## config.mk

```make
export PLATFORM = sky130hd
export DESIGN_NAME = addsub_serial
export DESIGN_NICKNAME = d
export VERILOG_FILES = /design/src/rtl/addsub_pkg.sv /design/src/rtl/addsub_digit.sv /design/src/rtl/full_adder.sv /design/src/rtl/addsub_serial.sv
export SDC_FILE = /design/constraint.sdc
export NUM_CORES = 1
export LEC_CHECK = 0
export BUFFER_PORTS_ARGS = -buffer_cell sky130_fd_sc_hd__buf_4
export CORE_MARGIN = 2
export CORE_UTILIZATION = 58
export DETAILED_ROUTE_END_ITERATION = 7
export PLACE_DENSITY = 0.8
export SETUP_SLACK_MARGIN = 0.02
export SYNTH_ARGS = -nofsm -noshare
export SYNTH_HDL_FRONTEND = slang
export SYNTH_HIERARCHICAL = 1
export SYNTH_SLANG_ARGS = --single-unit
```

## constraint.sdc

```tcl
create_clock -name clk -period 9.9 [get_ports clk]
set_input_delay 2.475 -clock clk [delete_from_list [all_inputs] [get_ports clk]]
set_output_delay 2.475 -clock clk [all_outputs]
set_load 0.01 [all_outputs]
```

## src/rtl/addsub_pkg.sv

```systemverilog
// addsub_pkg: shared FSM state and operation encodings for the serial add/sub
package addsub_pkg;
  typedef enum logic [1:0] {IDLE, RUN, DONE} state_t;
  localparam logic OP_ADD = 1'b0;
  localparam logic OP_SUB = 1'b1;
endpackage

```

## src/rtl/addsub_digit.sv

```systemverilog
// addsub_digit: DIGIT-wide ripple slice; cmsb is the carry into the slice MSB
module addsub_digit #(
  parameter int DIGIT = 4
) (
  input  logic [DIGIT-1:0] x,
  input  logic [DIGIT-1:0] y,
  input  logic             cin,
  output logic [DIGIT-1:0] s,
  output logic             cout,
  output logic             cmsb
);
  logic [DIGIT:0] cy;
  assign cy[0] = cin;
  for (genvar i = 0; i < DIGIT; i++) begin : g_fa
    full_adder u_fa (.a(x[i]), .b(y[i]), .ci(cy[i]), .s(s[i]), .co(cy[i+1]));
  end
  assign cout = cy[DIGIT];
  assign cmsb = cy[DIGIT-1];
endmodule

```

## src/rtl/full_adder.sv

```systemverilog
// full_adder: single-bit full adder cell
module full_adder (
  input  logic a,
  input  logic b,
  input  logic ci,
  output logic s,
  output logic co
);
  assign s  = a ^ b ^ ci;
  assign co = (a & b) | (ci & (a ^ b));
endmodule

```

## src/rtl/addsub_serial.sv

```systemverilog
// addsub_serial: digit-serial two's-complement add/sub; ADDSUB_SAT_EN enables saturation on overflow
module addsub_serial
  import addsub_pkg::*;
#(
  parameter int WIDTH = 16,
  parameter int DIGIT = 4
) (
  input  logic             clk,
  input  logic             rst_n,
  input  logic             in_valid,
  output logic             in_ready,
  input  logic [WIDTH-1:0] a,
  input  logic [WIDTH-1:0] b,
  input  logic             m,
  output logic             out_valid,
  input  logic             out_ready,
  output logic [WIDTH-1:0] r,
  output logic             c,
  output logic             v
);
  localparam int NDIG = WIDTH / DIGIT;
  localparam int IW = NDIG > 1 ? $clog2(NDIG) : 1;
  state_t           state;
  logic [WIDTH-1:0] ra, rb;
  logic             carry;
  logic [IW-1:0]    idx;
  logic [DIGIT-1:0] s;
  logic             cout, cmsb;
  logic             last;
  assign last = idx == IW'(NDIG - 1);
  addsub_digit #(.DIGIT(DIGIT)) u_digit (
    .x(ra[idx*DIGIT +: DIGIT]),
    .y(rb[idx*DIGIT +: DIGIT]),
    .cin(carry),
    .s(s),
    .cout(cout),
    .cmsb(cmsb)
  );
  always_ff @(posedge clk) begin
    if (!rst_n) begin
      state     <= IDLE;
      in_ready  <= 1'b1;
      out_valid <= 1'b0;
      r         <= '0;
      c         <= 1'b0;
      v         <= 1'b0;
      ra        <= '0;
      rb        <= '0;
      carry     <= 1'b0;
      idx       <= '0;
    end else begin
      case (state)
        IDLE: if (in_valid) begin
          ra       <= a;
          rb       <= b ^ {WIDTH{m}};
          carry    <= m == OP_SUB;
          idx      <= '0;
          in_ready <= 1'b0;
          state    <= RUN;
        end
        RUN: begin
          r[idx*DIGIT +: DIGIT] <= s;
          carry <= cout;
          idx   <= idx + IW'(1);
          if (last) begin
            c <= cout;
            v <= cmsb ^ cout;
`ifdef ADDSUB_SAT_EN
            if (cmsb ^ cout) r <= ra[WIDTH-1] ? {1'b1, {(WIDTH-1){1'b0}}} : {1'b0, {(WIDTH-1){1'b1}}};
`endif
            out_valid <= 1'b1;
            state     <= DONE;
          end
        end
        DONE: if (out_ready) begin
          out_valid <= 1'b0;
          in_ready  <= 1'b1;
          state     <= IDLE;
        end
        default: state <= IDLE;
      endcase
    end
  end
endmodule

```

* Yosys cells after proc, flatten, opt, wreduce, memory -nomap -nowiden
Index checks and enable logic that the tools add are counted.
Word-level totals: output and inout port bits 20, register bits 57, word-level logic and storage cells 69, memories 0, ROM bits 0, memory bits (writable) 0, bits in latches 0, input bits 37
Operators by class: divide/modulo/power cells 0, muxes and demuxes 15, add/sub/neg operators 2, shift operators 4, magnitude comparators 0, bitwise gates (word level) 22, equal/unequal tests 6, reductions and logical operators 10, multipliers 0
Operators by type and width (number):
- negation 4 -> 34 bit | 1
- variable shift 4 x 34 -> 16 bit, first input constant | 1
- indexed part select 4 x 34 -> 16 bit | 1
- indexed part select 16 x 5 -> 4 bit | 2
- bitwise mux 16 bit | 1
- XOR 16 bit | 1
- AND reduction 3 bit | 3
- XOR 1 bit | 9
- AND 1 bit | 8
- 2-to-1 mux 2 bit | 4
- inequality test 2 bit, second input constant | 3
- case mux 1 bit (2 select lines) | 3
- case mux 2 bit (3 select lines) | 1
- AND reduction 2 bit | 3
- nonzero test 2 bit | 3
- 2-to-1 mux 1 bit | 5
- equality test 2 bit, second input constant | 2
- OR 1 bit | 4
- case mux 2 bit (2 select lines) | 1
- adder 2 x 1 -> 2 bit, second input constant | 1
- equality test 2 x 1 -> 1 bit, second input constant | 1
- zero test 2 bit | 1

* Depth between registers and ports, before layout
depth in word-level cells 11, mapped depth 9

* Hierarchy
The synthesis kept the hierarchy.
By module, submodules not included:
- addsub_serial | instances 1, area an instance 2682.6 um^2, seq. area each 1141.1 um^2, cells an instance 271
- full_adder | instances 4, area an instance 20.0 um^2, seq. area each 0.0 um^2, cells an instance 1

* Worst setup path after synthesis
Ideal clock, no wire load.
kind input to register, start input in_valid, end register ra[10], arrival time 3.196 ns, setup time 0.118 ns, required time 9.782 ns, setup slack 6.586 ns, buffers on the path 2, cell stages on the path 5, path through or3b_1 -> buf_6 -> buf_8 -> nand2_2 -> a21boi_2
On the way: cells in the longest elaborated chain, start to end 1
Ends and longest elaborated chain:
- start: declaration | line addsub_serial.sv:10 | input logic in_valid,
- AND reduction 2 bit (no source line)
- end signal: assignment | line addsub_serial.sv:47 | ra <= '0;
- end signal: assignment | line addsub_serial.sv:54 | ra <= a;
- end: declaration | line addsub_serial.sv:24 | logic [WIDTH-1:0] ra, rb;
Every way passes these cells. A chain may end at the register's enable or synchronous reset.

* Worst setup path after layout
start register idx[0], end register v
On the way: cells in the longest elaborated chain, start to end 11, elaborated cells on any way between the ends 21, those cells by class eq/ne (1); shift (2); bitwise (17); reduce/logical (1)
Ends and longest elaborated chain:
- start: declaration | line addsub_serial.sv:26 | logic [IW-1:0] idx;
- start signal: assignment | line addsub_serial.sv:64 | idx <= idx + IW'(1);
- indexed part select 16 x 5 -> 4 bit (on tied branches) | line addsub_serial.sv:32, addsub_serial.sv:33
- XOR 1 bit | line full_adder.sv:10 | assign co = (a & b) | (ci & (a ^ b));
- AND 1 bit | line full_adder.sv:10
- OR 1 bit (*) | line full_adder.sv:10
- named net u_digit.cy[1] | line addsub_digit.sv:12 | logic [DIGIT:0] cy;
- AND 1 bit (*) | line full_adder.sv:10
- OR 1 bit (*) | line full_adder.sv:10
- named net u_digit.cy[2] | line addsub_digit.sv:12
- AND 1 bit (*) | line full_adder.sv:10
- OR 1 bit (*) | line full_adder.sv:10
- named net cmsb | line addsub_serial.sv:28 | logic cout, cmsb;
- AND 1 bit (*) | line full_adder.sv:10
- OR 1 bit (*) | line full_adder.sv:10
- named net cout | line addsub_serial.sv:28
- XOR 1 bit (*) | line addsub_serial.sv:67 | v <= cmsb ^ cout;
- end signal: assignment | line addsub_serial.sv:67
- end: declaration | line addsub_serial.sv:19 | output logic v
Mark *: on every way through the listed nets, which the timed path passes. The rest lies on a longest branch.

==> results.txt <==
Cells after DPL: 365
TritonCTS clock tree: done
First-pass DRT Iterations: 4
HP Class: flip-flop to flip-flop
peak fanout along the critical path: 17
gr ovfl total: 0
crit path kind: flip-flop to flip-flop
hold slack final: 0.455 ns
Pwr Density: 171 mW/mm²
fillers: 351
Int Power: 0.000435 W
Post-Route Setup TNS: 0 ns
clock transition at the registers of the reported paths: 0.06 ns
die height: 73.0 µm
Post-Syn Area: 0.00276 mm²
first-pass GRT wire length: 9.26 mm
CP startpoint: idx[0]
Die Wd: 73.0 µm
fin crit share: 37.0%
Post-synth EDFFs: 0
R2R Path End: v
Sw Share: 24.3%
TritonCTS Sinks: 57
Total Routing Usage GR: 22.6%
die area: 0.00533 mm²
Num CTS Buffers: 9
Synth top cells by count: nand2_1, dfxtp_1, o211a_1, xnor2_1, o22ai_1
mux share of post-synthesis cell area: 6.88%
Max Buffers Root-to-Sink: 2
Static Leak: 1.51 nW
min setup slack post-route: 6.23 ns
Clk pwr share: 42.9%
worst r2r path cells: 8
Mean Syn Cell Area: 10.0 µm²
overall power: 0.000574 W
Flop pwr share: 44.1%
Worst path slowest cell: dfxtp_1
fraction of registers with async set/reset: 0%
max incr delay on CP: 0.84 ns
RSZ-0062 raised after global routing: false
critical path endpoint: v
Via Count: 2,099
cell taking the most area after synthesis: dfxtp_1
Worst Tran Pin Value: 0.803 ns
final hold vios: 0
Post-Synth Adder-Cell Area: 5.62%
pre-CTS WS: 6.21 ns
Initial DRC Count: 118
top-area cell type share of the netlist area: 41.3%
post-synthesis register bit count: 57
CP endpoint kind: flip-flop
top cells by area, synth: dfxtp_1, nand2_1, mux4_2, o211a_1, xnor2_1
Root Driver: clkbuf_8
peak supply drop: 0.000170 V
most frequent cell on the critical path: fa_1
vias per inst: 5.51
most numerous cell in the Yosys netlist: nand2_1
warnings from Yosys: 6
compound-gate portion of the synthesized area: 18.3%
combinational power share: 12.9%
fin crit period: 3.67 ns
Worst EP arrival: 3.89 ns
cells after synthesis: 275
switching pwr: 0.000139 W
area grow syn2layout: 21.9%
hold-fix buffers at CTS: 0
initial core utilization: 59.3%
placer congestion estimate: 0.777
nets: 369
setup bufs post-CTS: 0
Resize count post-CTS: 0
Net Count, Synth: 322
max_slew headroom: 46.4%
status: finished, final reports clean
largest net degree at the start of global routing: 62
largest family of logic cells by synthesized area: compound AO/OA/AOI/OAI gates
I/O pin count: 57
final wirelength: 5.47 mm
Final Skew: 0.00601 ns
Critical Path RT: 10.13 ns
number of max-cap violations: 0
startpoint class of the critical path: flip-flop
Top FF cell, synth: dfxtp_1
Residual DRC: 0
Setup Viol. Count Final: 0
core box area: 0.00466 mm²
Post-Synth Simple-Gate Area: 17.5%
final cell count without fillers: 381
htree depth: 3
initial antenna violation count: 0
max-slew violations: 0
R2R Setup Slk: 6.23 ns
count of different cell masters after synthesis: 38
WL/cell: 14.4 µm
clk_lat worst skew: 0.33 ns
CP Cell Sequence: mux4_2 > fa_1 > fa_1 > fa_1 > fa_1 > xnor2_1 > nand2_1 > o211a_1
Seq/Total Area, Yosys: 41.3%
row count: 25
vias in the first global route: 2,037
Detail Route Antenna Nets: 0
origin of the critical flop-to-flop path: idx[0]
port buffer count: 56
layout cells sized above 1: 32.7%
DP HPWL: 3.73 mm
Post-Synth XOR/XNOR Area: 5.39%
Max Clk Rate: 273 MHz
Antenna Cells: 0
-- routing by layer --
layer	routed length [µm]	track usage [%]	vias to the layer above
met4	116	11.3	0
li1	-	-	1047
met5	0	0	-
met3	273	5.52	13
met2	2680	38.0	60
met1	2400	26.8	979
-- critical path, delay by kind of cell, from the launching register on --
| kind | cells | cell delay (ns) |
|---|---|---|
| flip-flops | 1 | 0.84 |
| AO/OA/AOI/OAI | 1 | 0.12 |
| AND/OR/NAND/NOR | 1 | 0.07 |
| XOR/XNOR | 1 | 0.20 |
| multiplexers | 1 | 0.62 |
| adder cells (fa/ha/maj) | 4 | 1.70 |
-- area by class of cell --
type	instances	area [µm²]	share of cell area [%]
flip-flops and latches	57	1140	33.9
inverters	3	11.3	0.334
clock inverters	5	77.6	2.30
repair buffers	57	428	12.7
well taps	54	67.6	2.01
multi-input cells	194	1490	44.3
clock buffers	11	151	4.50
-- metrics by stage --
| step | instance area, µm² | util (%) |
|---|---|---|
| floorplan | 2760 | - |
| detailed placement | 3140 | 67.3 |
| finish | 3370 | 72.2 |
| global placement | 3140 | 67.3 |
| CTS | 3370 | 72.2 |
| global route | 3370 | 72.2 |
-- how the worst min path moves through the flow --
stage	startpoint	endpoint	cells after the start
detailed placement	ra[15]	ra[15]	2
global placement	ra[15]	ra[15]	2
finish	ra[15]	ra[15]	2
CTS	ra[15]	ra[15]	2
global route	ra[15]	ra[15]	2
floorplan	ra[4]	ra[4]	2
-- cell families after synthesis --
| logic type | after synthesis |
|---|---|
| AOI/OAI and AO/OA | 62 |
| buffers and inverters | 24 |
| and+or+nand+nor | 96 |
| adders and majority gates | 10 |
| xor gates and xnor gates | 17 |
| muxes | 9 |
| DFF | 57 |
-- state kept, by name (all words and copies together) (netlist names) --
name,count
rb,16
r,16
v,1
out_valid,1
ra,16
idx,2
in_ready,1
c,1
state,2
carry,1
-- cell usage in the layout, fill, tap and decap left out, types with 3 or more instances in the layout --
cell and count:
a21boi_1 8, a21boi_2 10, a21oi_1 5, and3b_1 3
buf_4 57, clkbuf_8 11, dfxtp_1 57, fa_1 4
ha_1 6, mux4_2 8, nand2_1 62, nand2_2 10
nand2b_1 4, nor2b_1 3, o211a_1 17, o22ai_1 16
xnor2_1 17
-- power by group through the flow --
stage                     clock network (W)  registers [W]   logic, W
after floorplan                           0       0.000253  0.0000573
after global placement                    0       0.000258  0.0000729
after detailed placement                  0       0.000259  0.0000748
after CTS                          0.000248       0.000253  0.0000754
after global routing               0.000256       0.000255  0.0000835
final                              0.000247       0.000253  0.0000743
Note: power is estimated with default switching activity, not from simulation.
